===== src/rtl/regfile_arbiter_pkg.sv =====
// rtl/regfile_arbiter_pkg.sv - shared sizing defaults and client indices for the arbitrated register file
package regfile_arbiter_pkg;

    localparam int DEFAULT_WIDTH = 4;
    localparam int DEFAULT_DEPTH = 4;

    // Index width for a power-of-two entry count.
    function automatic int addr_w(input int depth);
        return (depth > 1) ? $clog2(depth) : 1;
    endfunction

    localparam int DEFAULT_ADDR_W = addr_w(DEFAULT_DEPTH);

    localparam logic CLIENT_0 = 1'b0;
    localparam logic CLIENT_1 = 1'b1;

endpackage


===== src/rtl/regfile_core.sv =====
// rtl/regfile_core.sv - DEPTH x WIDTH storage, one combinational read port and one write port
module regfile_core #(
    parameter int WIDTH  = 4,
    parameter int DEPTH  = 4,
    parameter int ADDR_W = 2
) (
    input  logic              clk_i,
    input  logic              rst_i,
    input  logic              we_i,
    input  logic [ADDR_W-1:0] waddr_i,
    input  logic [WIDTH-1:0]  wdata_i,
    input  logic [ADDR_W-1:0] raddr_i,
    output logic [WIDTH-1:0]  rdata_o
);

    logic [WIDTH-1:0] mem_q [DEPTH];

    always_ff @(posedge clk_i) begin
        if (rst_i) begin
            for (int i = 0; i < DEPTH; i++) begin
                mem_q[i] <= '0;
            end
        end else if (we_i) begin
            mem_q[waddr_i] <= wdata_i;
        end
    end

    // Read is combinational so a read granted right after a write sees the new value.
    assign rdata_o = mem_q[raddr_i];

endmodule


===== src/rtl/regfile_arbiter.sv =====
// rtl/regfile_arbiter.sv - two-client round-robin arbiter in front of a single-port register file
module regfile_arbiter
    import regfile_arbiter_pkg::*;
#(
    parameter int WIDTH  = DEFAULT_WIDTH,
    parameter int DEPTH  = DEFAULT_DEPTH,
    localparam int ADDR_W = addr_w(DEPTH)
) (
    input  logic              CLK,
    input  logic              RESET,
    input  logic              req_0_valid,
    output logic              req_0_ready,
    input  logic              req_0_write,
    input  logic [ADDR_W-1:0] req_0_addr,
    input  logic [WIDTH-1:0]  req_0_data,
    output logic              resp_0_valid,
    output logic [WIDTH-1:0]  resp_0_data,
    output logic              resp_0_write,
    input  logic              req_1_valid,
    output logic              req_1_ready,
    input  logic              req_1_write,
    input  logic [ADDR_W-1:0] req_1_addr,
    input  logic [WIDTH-1:0]  req_1_data,
    output logic              resp_1_valid,
    output logic [WIDTH-1:0]  resp_1_data,
    output logic              resp_1_write
);

    logic              ptr_q, ptr_d;
    logic [1:0]        resp_valid_q, resp_valid_d;
    logic              resp_write_q, resp_write_d;
    logic [WIDTH-1:0]  resp_data_q, resp_data_d;

    logic              grant_0, grant_1, grant_any;
    logic              sel_write;
    logic [ADDR_W-1:0] sel_addr;
    logic [WIDTH-1:0]  sel_data;
    logic [WIDTH-1:0]  rdata;

    assign grant_0 = !RESET && req_0_valid && (!req_1_valid || ptr_q == CLIENT_0);
    assign grant_1 = !RESET && req_1_valid && (!req_0_valid || ptr_q == CLIENT_1);
    assign grant_any = grant_0 || grant_1;

    assign req_0_ready = grant_0;
    assign req_1_ready = grant_1;

    assign sel_write = grant_1 ? req_1_write : req_0_write;
    assign sel_addr  = grant_1 ? req_1_addr  : req_0_addr;
    assign sel_data  = grant_1 ? req_1_data  : req_0_data;

    regfile_core #(
        .WIDTH  (WIDTH),
        .DEPTH  (DEPTH),
        .ADDR_W (ADDR_W)
    ) u_core (
        .clk_i   (CLK),
        .rst_i   (RESET),
        .we_i    (grant_any && sel_write),
        .waddr_i (sel_addr),
        .wdata_i (sel_data),
        .raddr_i (sel_addr),
        .rdata_o (rdata)
    );

    always_comb begin
        ptr_d        = ptr_q;
        resp_valid_d = {grant_1, grant_0};
        resp_write_d = grant_any && sel_write;
        resp_data_d  = '0;
        if (grant_0) begin
            ptr_d = CLIENT_1;
        end else if (grant_1) begin
            ptr_d = CLIENT_0;
        end
        if (grant_any && !sel_write) begin
            resp_data_d = rdata;
        end
    end

    always_ff @(posedge CLK) begin
        if (RESET) begin
            ptr_q        <= CLIENT_0;
            resp_valid_q <= '0;
            resp_write_q <= 1'b0;
            resp_data_q  <= '0;
        end else begin
            ptr_q        <= ptr_d;
            resp_valid_q <= resp_valid_d;
            resp_write_q <= resp_write_d;
            resp_data_q  <= resp_data_d;
        end
    end

    // A response registered just before RESET rises must not leak out during the reset cycle.
    assign resp_0_valid = resp_valid_q[0] && !RESET;
    assign resp_1_valid = resp_valid_q[1] && !RESET;
    assign resp_0_write = resp_0_valid && resp_write_q;
    assign resp_1_write = resp_1_valid && resp_write_q;
    assign resp_0_data  = resp_0_valid ? resp_data_q : '0;
    assign resp_1_data  = resp_1_valid ? resp_data_q : '0;

endmodule

===== config.mk =====
export PLATFORM = sky130hd
export DESIGN_NAME = regfile_arbiter
export DESIGN_NICKNAME = d
export VERILOG_FILES = /design/src/rtl/regfile_arbiter_pkg.sv /design/src/rtl/regfile_core.sv /design/src/rtl/regfile_arbiter.sv
export SDC_FILE = /design/constraint.sdc
export NUM_CORES = 1
export LEC_CHECK = 0
export ABC_AREA = 0
export CAP_MARGIN = 10
export CORE_MARGIN = 2
export CORE_UTILIZATION = 43
export DETAILED_ROUTE_END_ITERATION = 6
export GPL_TIMING_DRIVEN = 0
export PLACE_DENSITY = 0.8
export SYNTH_ARGS = -nofsm -noshare
export SYNTH_HDL_FRONTEND = slang
export SYNTH_HIERARCHICAL = 1
export SYNTH_SLANG_ARGS = --single-unit

===== constraint.sdc =====
create_clock -name CLK -period 1.95 [get_ports CLK]
set_input_delay 0.39 -clock CLK [delete_from_list [all_inputs] [get_ports CLK]]
set_output_delay 0.39 -clock CLK [all_outputs]
set_load 0.05 [all_outputs]

After elaboration in Yosys (flattened, before gate mapping)

Memory sizes are Yosys's and may differ from the RTL's. A register that Yosys moved wholly into a read port is not among the register bits.
Index checks and enable logic that the tools add are counted.

Mux-type cells: 15
Bitwise logic cells: 2
Reduce and logical (&&, ||, !) cells: 20

Operators with widths:

| operator            | number |
|---|---|
| $mux W4             | 4 |
| $logic_and A1 B1 Y1 | 10 |
| $mux W1             | 9 |
| $logic_not A1 Y1    | 4 |
| $mux W2             | 2 |
| $reduce_or A4 Y1    | 1 |
| $logic_or A1 B1 Y1  | 3 |
| $not A1 Y1          | 2 |
| $reduce_bool A2 Y1  | 1 |
| $reduce_or A2 Y1    | 1 |

Register bits: 4
Bits in writable memories: 16
Input bits: 18
Output and inout port bits: 14
Memories: 1

Memory list:

| memory       | words | bits a word | read ports | clocked after Yosys merged registers in | write ports | RTL line           | source |
|---|---|---|---|---|---|---|---|
| u_core.mem_q | 4     | 4           | 1          | 1                                       | 4           | regfile_core.sv:16 | `logic [WIDTH-1:0] mem_q [DEPTH];` |

Longest topological paths before layout

Depth after elaboration: 10
Mapped depth: 5
Mapped depth without buffers: 5

Modules after synthesis

Netlist, hierarchy kept.

Modules (own cells, without submodules):

| module          | times used | cells an instance | area each (µm²) | seq. area each (µm²) |
|---|---|---|---|---|
| regfile_core    | 1          | 47                | 775.7           | 480.5 |
| regfile_arbiter | 1          | 47                | 432.9           | 160.2 |

Least setup slack after synthesis

No wires, ideal clock.

Kind: in2out
Start: input RESET
End: output resp_0_data[0]
Arrival: 1,891 ps
Data required time: 1,560 ps
Slack: -331 ps
Stages on the path: 3
Path buffers: 1
Path through: buf_2 -> nor2b_1 -> and2_1

Cells in the longest elaborated chain, start to end: 3

RTL lines:

| item                | RTL line              | source |
|---|---|---|
| from (decl)         | regfile_arbiter.sv:10 | `input logic RESET,` |
| $logic_not A1 Y1    | regfile_arbiter.sv:95 | `assign resp_0_valid = resp_valid_q[0] && !RESET;` |
| $logic_and A1 B1 Y1 | regfile_arbiter.sv:95 |  |
| via resp_0_valid    | regfile_arbiter.sv:16 | `output logic resp_0_valid,` |
| $mux W4             | regfile_arbiter.sv:99 | `assign resp_0_data = resp_0_valid ? resp_data_q : '0;` |
| to (decl)           | regfile_arbiter.sv:17 | `output logic [WIDTH-1:0] resp_0_data,` |

The timed path passes the listed nets, and every way through them passes these cells.

Worst setup path in the final report

Start: register ptr_q
End: register resp_data_q[2] (read register of u_core.mem_q)

Elaborated cells between the ends (all ways): 12
Classes of those cells: mux: 2; bitwise: 2; reduce/logical: 8

RTL lines:

| item                   | RTL line              | source |
|---|---|---|
| from (decl)            | regfile_arbiter.sv:29 | `logic ptr_q, ptr_d;` |
| from (signal assigned) | regfile_arbiter.sv:87 | `ptr_q <= ptr_d;` |
| $logic_or A1 B1 Y1     | regfile_arbiter.sv:41 | `assign grant_1 = !RESET && req_1_valid && (!req_0_valid \|\| ptr_q == CLIENT_1);` |
| $logic_and A1 B1 Y1    | regfile_arbiter.sv:41 |  |
| $mux W2                | regfile_arbiter.sv:48 | `assign sel_addr = grant_1 ? req_1_addr : req_0_addr;` |
| via sel_addr[0]        | regfile_arbiter.sv:36 | `logic [ADDR_W-1:0] sel_addr;` |
| to (decl)              | regfile_arbiter.sv:32 | `logic [WIDTH-1:0] resp_data_q, resp_data_d;` |

The timed path passes the listed nets, and every way through them passes these cells.
A chain may end at the register's enable or synchronous reset.

==> results.md <==
- Status: finished clean
- #FFs+latches synth: 24
- Iter 0 DRT Violations: 12
- Synthesized net count: 112
- Final Net Count: 151
- Worst R2R Path Depth: 5
- R2R Path End: resp_data_q[2]
- Clock Latency Late Sink: 320 ps
- Die height: 57.02 µm
- All-Layer GR Usage: 15.89%
- Cts bufs inserted: 3
- Post-synth top area cell: edfxtp_1
- Total wire length: 2477 µm
- Setup crit start kind: flip-flop
- Routed vias: 867
- Crit-path max FO: 6
- Deepest clock path buffer count: 2
- Fraction of layout cells with a size suffix above 1: 30.30%
- Gpl congestion: 0.7408
- Antenna cells: 0
- Worst min path class: in -> reg
- Max-Cap Viols: 0
- Hold wc startpoint: req_0_valid
- DRC viols: 0
- Clock-pin slew on the worst setup and hold paths: 130 ps
- Hold Slack: 451.6 ps
- Ys Warns: 6
- Fin cells: 163
- Area Overhead vs Synth: 35.20%
- Worst setup path class: reg -> reg
- CP Data Required Time: 2170 ps
- Peak VDD IR: 0.0004529 V
- FMAX: 554.3 MHz
- Register area share after synthesis: 53.00%
- CTS tree: built
- Netlist cell types: 23
- Reg2reg setup slack: 150 ps
- Std-Cell Rows: 19
- Sink Count: 24
- Layout Utilization: 60.30%
- Crit. End Element: flip-flop
- Leakage: 0.7085 nW
- Power Density: 677.9 mW/mm²
- Slew headroom: 77.95%
- Final number of setup-violating endpoints: 0
- Worst slack, placed: -941.2 ps
- Gate Count Post-Synth: 94
- Setup ws final: 145.8 ps
- FF-to-FF Start: ptr_q
- RSZ-0062 raised after global routing: false
- Post-route ant nets: 0
- Die width: 57.02 µm
- Cell Area, Synth: 0.001209 mm²
- Htree depth: 1
- I/O pin cnt: 32
- First-pass DRT Iterations: 4
- Port Buf Inserts: 31
- Post-CTS Hold Buffers: 0
- Fin crit period: 1804 ps
- Placed Cells: 156
- Multi-input gate area: 608.1 µm²
- Routed WL per cell: 15.20 µm
- Tot Pwr: 1.108 mW
- CP Data Arrival Time: 2020 ps
- Hold worst-path end: ptr_q
- Sequential cell area: 640.6 µm²
- Die area: 0.003251 mm²
- Via/cell ratio: 5.319
- Overflow after GRT: 0
- First-pass GRT wire length: 3857 µm
- Fin crit share: 92.52%
- Final Hold Vio Count: 0
- Starting Density: 44.60%
- Area contributors post-synth: edfxtp_1 (40%), and2_1 (13%), dfxtp_1 (13%)
- Vias in the first global route: 892
- Core area: 0.002710 mm²
- FILL cells: 242
- Root buf cell: clkbuf_4
- Worst Tran Pin Value: 330.7 ps
- WHS Path Cells: 3
- Slew Viols, Final: 0
- Share of the synthesized area in the top cell type: 39.75%
- Syn Area/Cell: 12.86 µm²
- Pin count of the biggest net entering global routing: 15
- Skew final: 1.585 ps
- Initial antenna violation count: 0
[cells in the final DEF, fill, tap and decap left out, types with 3 or more instances in the layout]
| cell | instances |
|---|---|
| mux4_1 | 4 |
| buf_2 | 7 |
| mux2_2 | 5 |
| and2_1 | 26 |
| a21boi_1 | 4 |
| inv_1 | 3 |
| edfxtp_1 | 16 |
| dfxtp_1 | 8 |
| clkdlybuf4s50_1 | 14 |
| clkbuf_4 | 7 |
| buf_4 | 4 |
| nor2_1 | 3 |
[worst max-delay path by stage]
| stage | start | depth (start not counted) | end |
|---|---|---|---|
| detailed placement | RESET | 5 | req_1_ready |
| finish | ptr_q | 5 | resp_data_q[2] |
| global route | ptr_q | 5 | resp_data_q[3] |
| CTS | RESET | 6 | u_core/mem_q[0][3] |
| floorplan | RESET | 3 | resp_0_data[0] |
| global placement | RESET | 5 | req_1_ready |
[cells in the mapped netlist, drive strengths merged]
master   number
buf           1
nand3         2
nand2b        2
mux4          4
mux2          6
nand4bb       1
a21boi        4
o21bai        1
edfxtp       16
nor2b         3
and2         26
a21o          1
nand3b        1
nand2         2
a21bo         1
a21oi         3
nor2          3
nor4b         1
and4bb        2
inv           3
or3           1
a31o          2
dfxtp         8
[repair_timing]
action | 4_1_cts | 5_1_grt
setup buffers | 2 | 0
gates resized for setup | 75 | 9
cloned | 1 | 0
pin swaps | 0 | 1
endpoints found under the setup margin | 50 | 33
[state kept, by name (all words and copies together) (netlist names)]
name / count
resp_write_q: 1
resp_valid_q: 2
resp_data_q: 4
u_core/mem_q: 16
ptr_q: 1
[worst max-delay path, cell delays in order (launching register included)]
cell and delay (ps):
dfxtp_1 400, nand2b_4 180, nand3b_4 130, mux2_4 290
mux4_1 560, a21boi_1 140
[per-layer routing]
layer	track usage (%)	vias to the layer above	wire length, µm
li1	-	424	-
met1	14.80	402	897
met2	32.35	37	1363
met3	3.175	4	188
met4	6.977	0	27
met5	0	-	0
[metrics by stage]
step / TNS [ps] / cell area (µm²)
2_1_floorplan: -137.8 / 1217
3_3_place_gp: -34980 / 1567
3_5_place_dp: -37780 / 1567
4_1_cts: 0 / 1618
5_1_grt: 0 / 1634
6_report: 0 / 1634
[logic make-up after synthesis]
group / Yosys count / share of synthesized area [%]
simple gates: 44 / 24.12
flops: 24 / 53.00
buf+inv: 4 / 1.345
mux: 10 / 14.29
compound gates: 12 / 7.247
[cell type report]
class                   count  share of cell area [%]
plain buffers               1                  0.4594
clock buffers               3                   1.378
clock inverters             1                   1.838
inverters                   3                  0.6891
multi-input cells          67                   37.21
flip-flops and latches     24                   39.20
well taps                  31                   2.374
repair buffers             33                   16.85
[report_power, final]
| group | switching [mW] | total (mW) | internal [mW] |
|---|---|---|---|
| registers | 0.00658 | 0.572 | 0.565 |
| logic | 0.0862 | 0.175 | 0.0891 |
| clock network | 0.153 | 0.361 | 0.208 |
| total | 0.246 | 1.11 | 0.862 |
Note: power is estimated with default switching activity, not from simulation.
==> RTL edit, RTL diff (same flow settings) <==
`DEFAULT_WIDTH`: 4 -> 3.
--- a/src/rtl/regfile_arbiter_pkg.sv
+++ b/src/rtl/regfile_arbiter_pkg.sv
@@ -3,3 +3,3 @@
 
-    localparam int DEFAULT_WIDTH = 4;
+    localparam int DEFAULT_WIDTH = 3;
     localparam int DEFAULT_DEPTH = 4;
Interface: changed (resized req_0_data, req_1_data, resp_0_data and resp_1_data); port bits go from 32 to 28. The function was not compared with the original's and may differ.
==> RTL edit against the unedited design <==
  * Wire length shrank 21%
  * Highest routed layer unchanged
  * Synthesized area shrank 17%
  * Final area shrank 19%
  * Sequential cell count shrank 5
  * Via count shrank 15%
  * Setup slack lost 0.093 ns
  * Critical path type is now input port to flip-flop
  * Global-route usage grew 0.79 points
  * Critical path depth grew 1
  * First-iteration DRC count shrank 25%
  * Sequential power shrank 21%
  * Total power shrank 28%
  * Clock skew grew 0.0013 ns
  * Sequential share of layout area shrank 1.3 points
==> RTL edit: results (changes against the unedited design) <==
logic_synthesis:
  yosys.cell_types.count: 21  # -8.7%
  yosysSeqAreaShare_pct: 50.13  # -2.9 points
  synthTopCellsByCount: "20 x and2_1, 12 x edfxtp_1, 7 x dfxtp_1, 5 x mux2_1"
  synth-edff-count: 12  # -4
  synth_area_leaders: "edfxtp_1 36%, dfxtp_1 14%, and2_1 13%, mux4_1 7.9%, mux2_1 5.6%"
  syn_nets: 95  # -15%
power_and_ir_drop:
  leakagePower_nw: 0.5885  # -17%
cells_and_area:
  clock_area_share_pct: 2.087  # -1.1 points
  n_all_inverters: 4  # +1
  multi_input_area_sq_um: 501.7  # -17%
  seq_cells: 19  # -21%
  fill_cells: 200  # -17%
  finalNetCount: 128  # -15%
global_route:
  grt_usage_pct: 16.68  # +0.79 points
  grt_first_pass_wirelength_microns: 3208  # -17%
  grt_max_degree: 12  # -3
  grt_pass1_vias: 732  # -18%
run_status:
  status: "completed"
routing:
  drtIter0Drc: 9  # -3
  routed_wl_microns: 1954  # -21%
timing:
  whs_ns: 0.4690  # +0.01736 ns
  worst_slew_pin_slew_ns: 0.3401  # +0.009415 ns
  skew_ns: 0.002931  # +0.001346 ns
place:
  port_buffers: 27  # -13%
setup_path:
  path_delay_family: "multiplexers"
  critPathArrivalTime_ns: 2.09  # +0.07 ns
clock_tree:
  path_clk_slew_ns: 0.10  # -0.03 ns
  clk_latency_ns: 0.29  # -0.03 ns
RTL edit: report_power, final:
part	switching [mW]	total [mW]	leakage, nW	internal (mW)
clock	0.118	0.195	0.0177	0.0764
combinational	0.0751	0.150	0.386	0.0751
sequential	0.00580	0.451	0.185	0.445
RTL edit: worst reg2reg max path, cell delays in order, from the launching register on:
cell	delay (ns)
dfxtp_1	0.38
nand2b_4	0.17
nand3b_4	0.14
mux2_4	0.30
mux4_1	0.56
a21boi_1	0.14
RTL edit: worst paths after layout:
path / endpoint
worst max-delay path: resp_data_q[1]
worst max register to register: resp_data_q[1]
worst min register to register: ptr_q
worst min-delay path: ptr_q
RTL edit: routing by layer:
metal / share of wire (%) / GRT usage (%) / up-vias
li1: - / - / 355
met5: 0 / 0 / -
met3: 7.1 / 3.143 / 2
met4: 0.61 / 10.68 / 0
met2: 54 / 30.80 / 30
met1: 38 / 16.95 / 352
RTL edit: per-stage QoR:
stage               area [sq um]  instances  setup slack (ns)  total power [mW]
detailed placement          1304        134           -0.8959            0.6052
global route                1319        139           0.02133            0.8458
finish                      1319        139           0.05259            0.7962
global placement            1304        134           -0.8407            0.5999
floorplan                  998.5         79           -0.3136            0.5434
CTS                         1304        139          0.002415            0.8062
RTL edit: repair_timing:
action,in CTS,in global routing
buffers inserted,1,0
gates resized for setup,69,6
setup endpoints to repair,39,19
RTL edit: logic make-up (layout without fill, tap and decap cells):
| logic type | count (synthesis) | in the layout | share of synthesized area (%) |
|---|---|---|---|
| compound gates | 11 | 11 | 8.270 |
| buf+inv | 5 | 37 | 2.004 |
| flops | 19 | 19 | 50.13 |
| mux | 8 | 8 | 13.53 |
| simple gates | 36 | 36 | 26.06 |
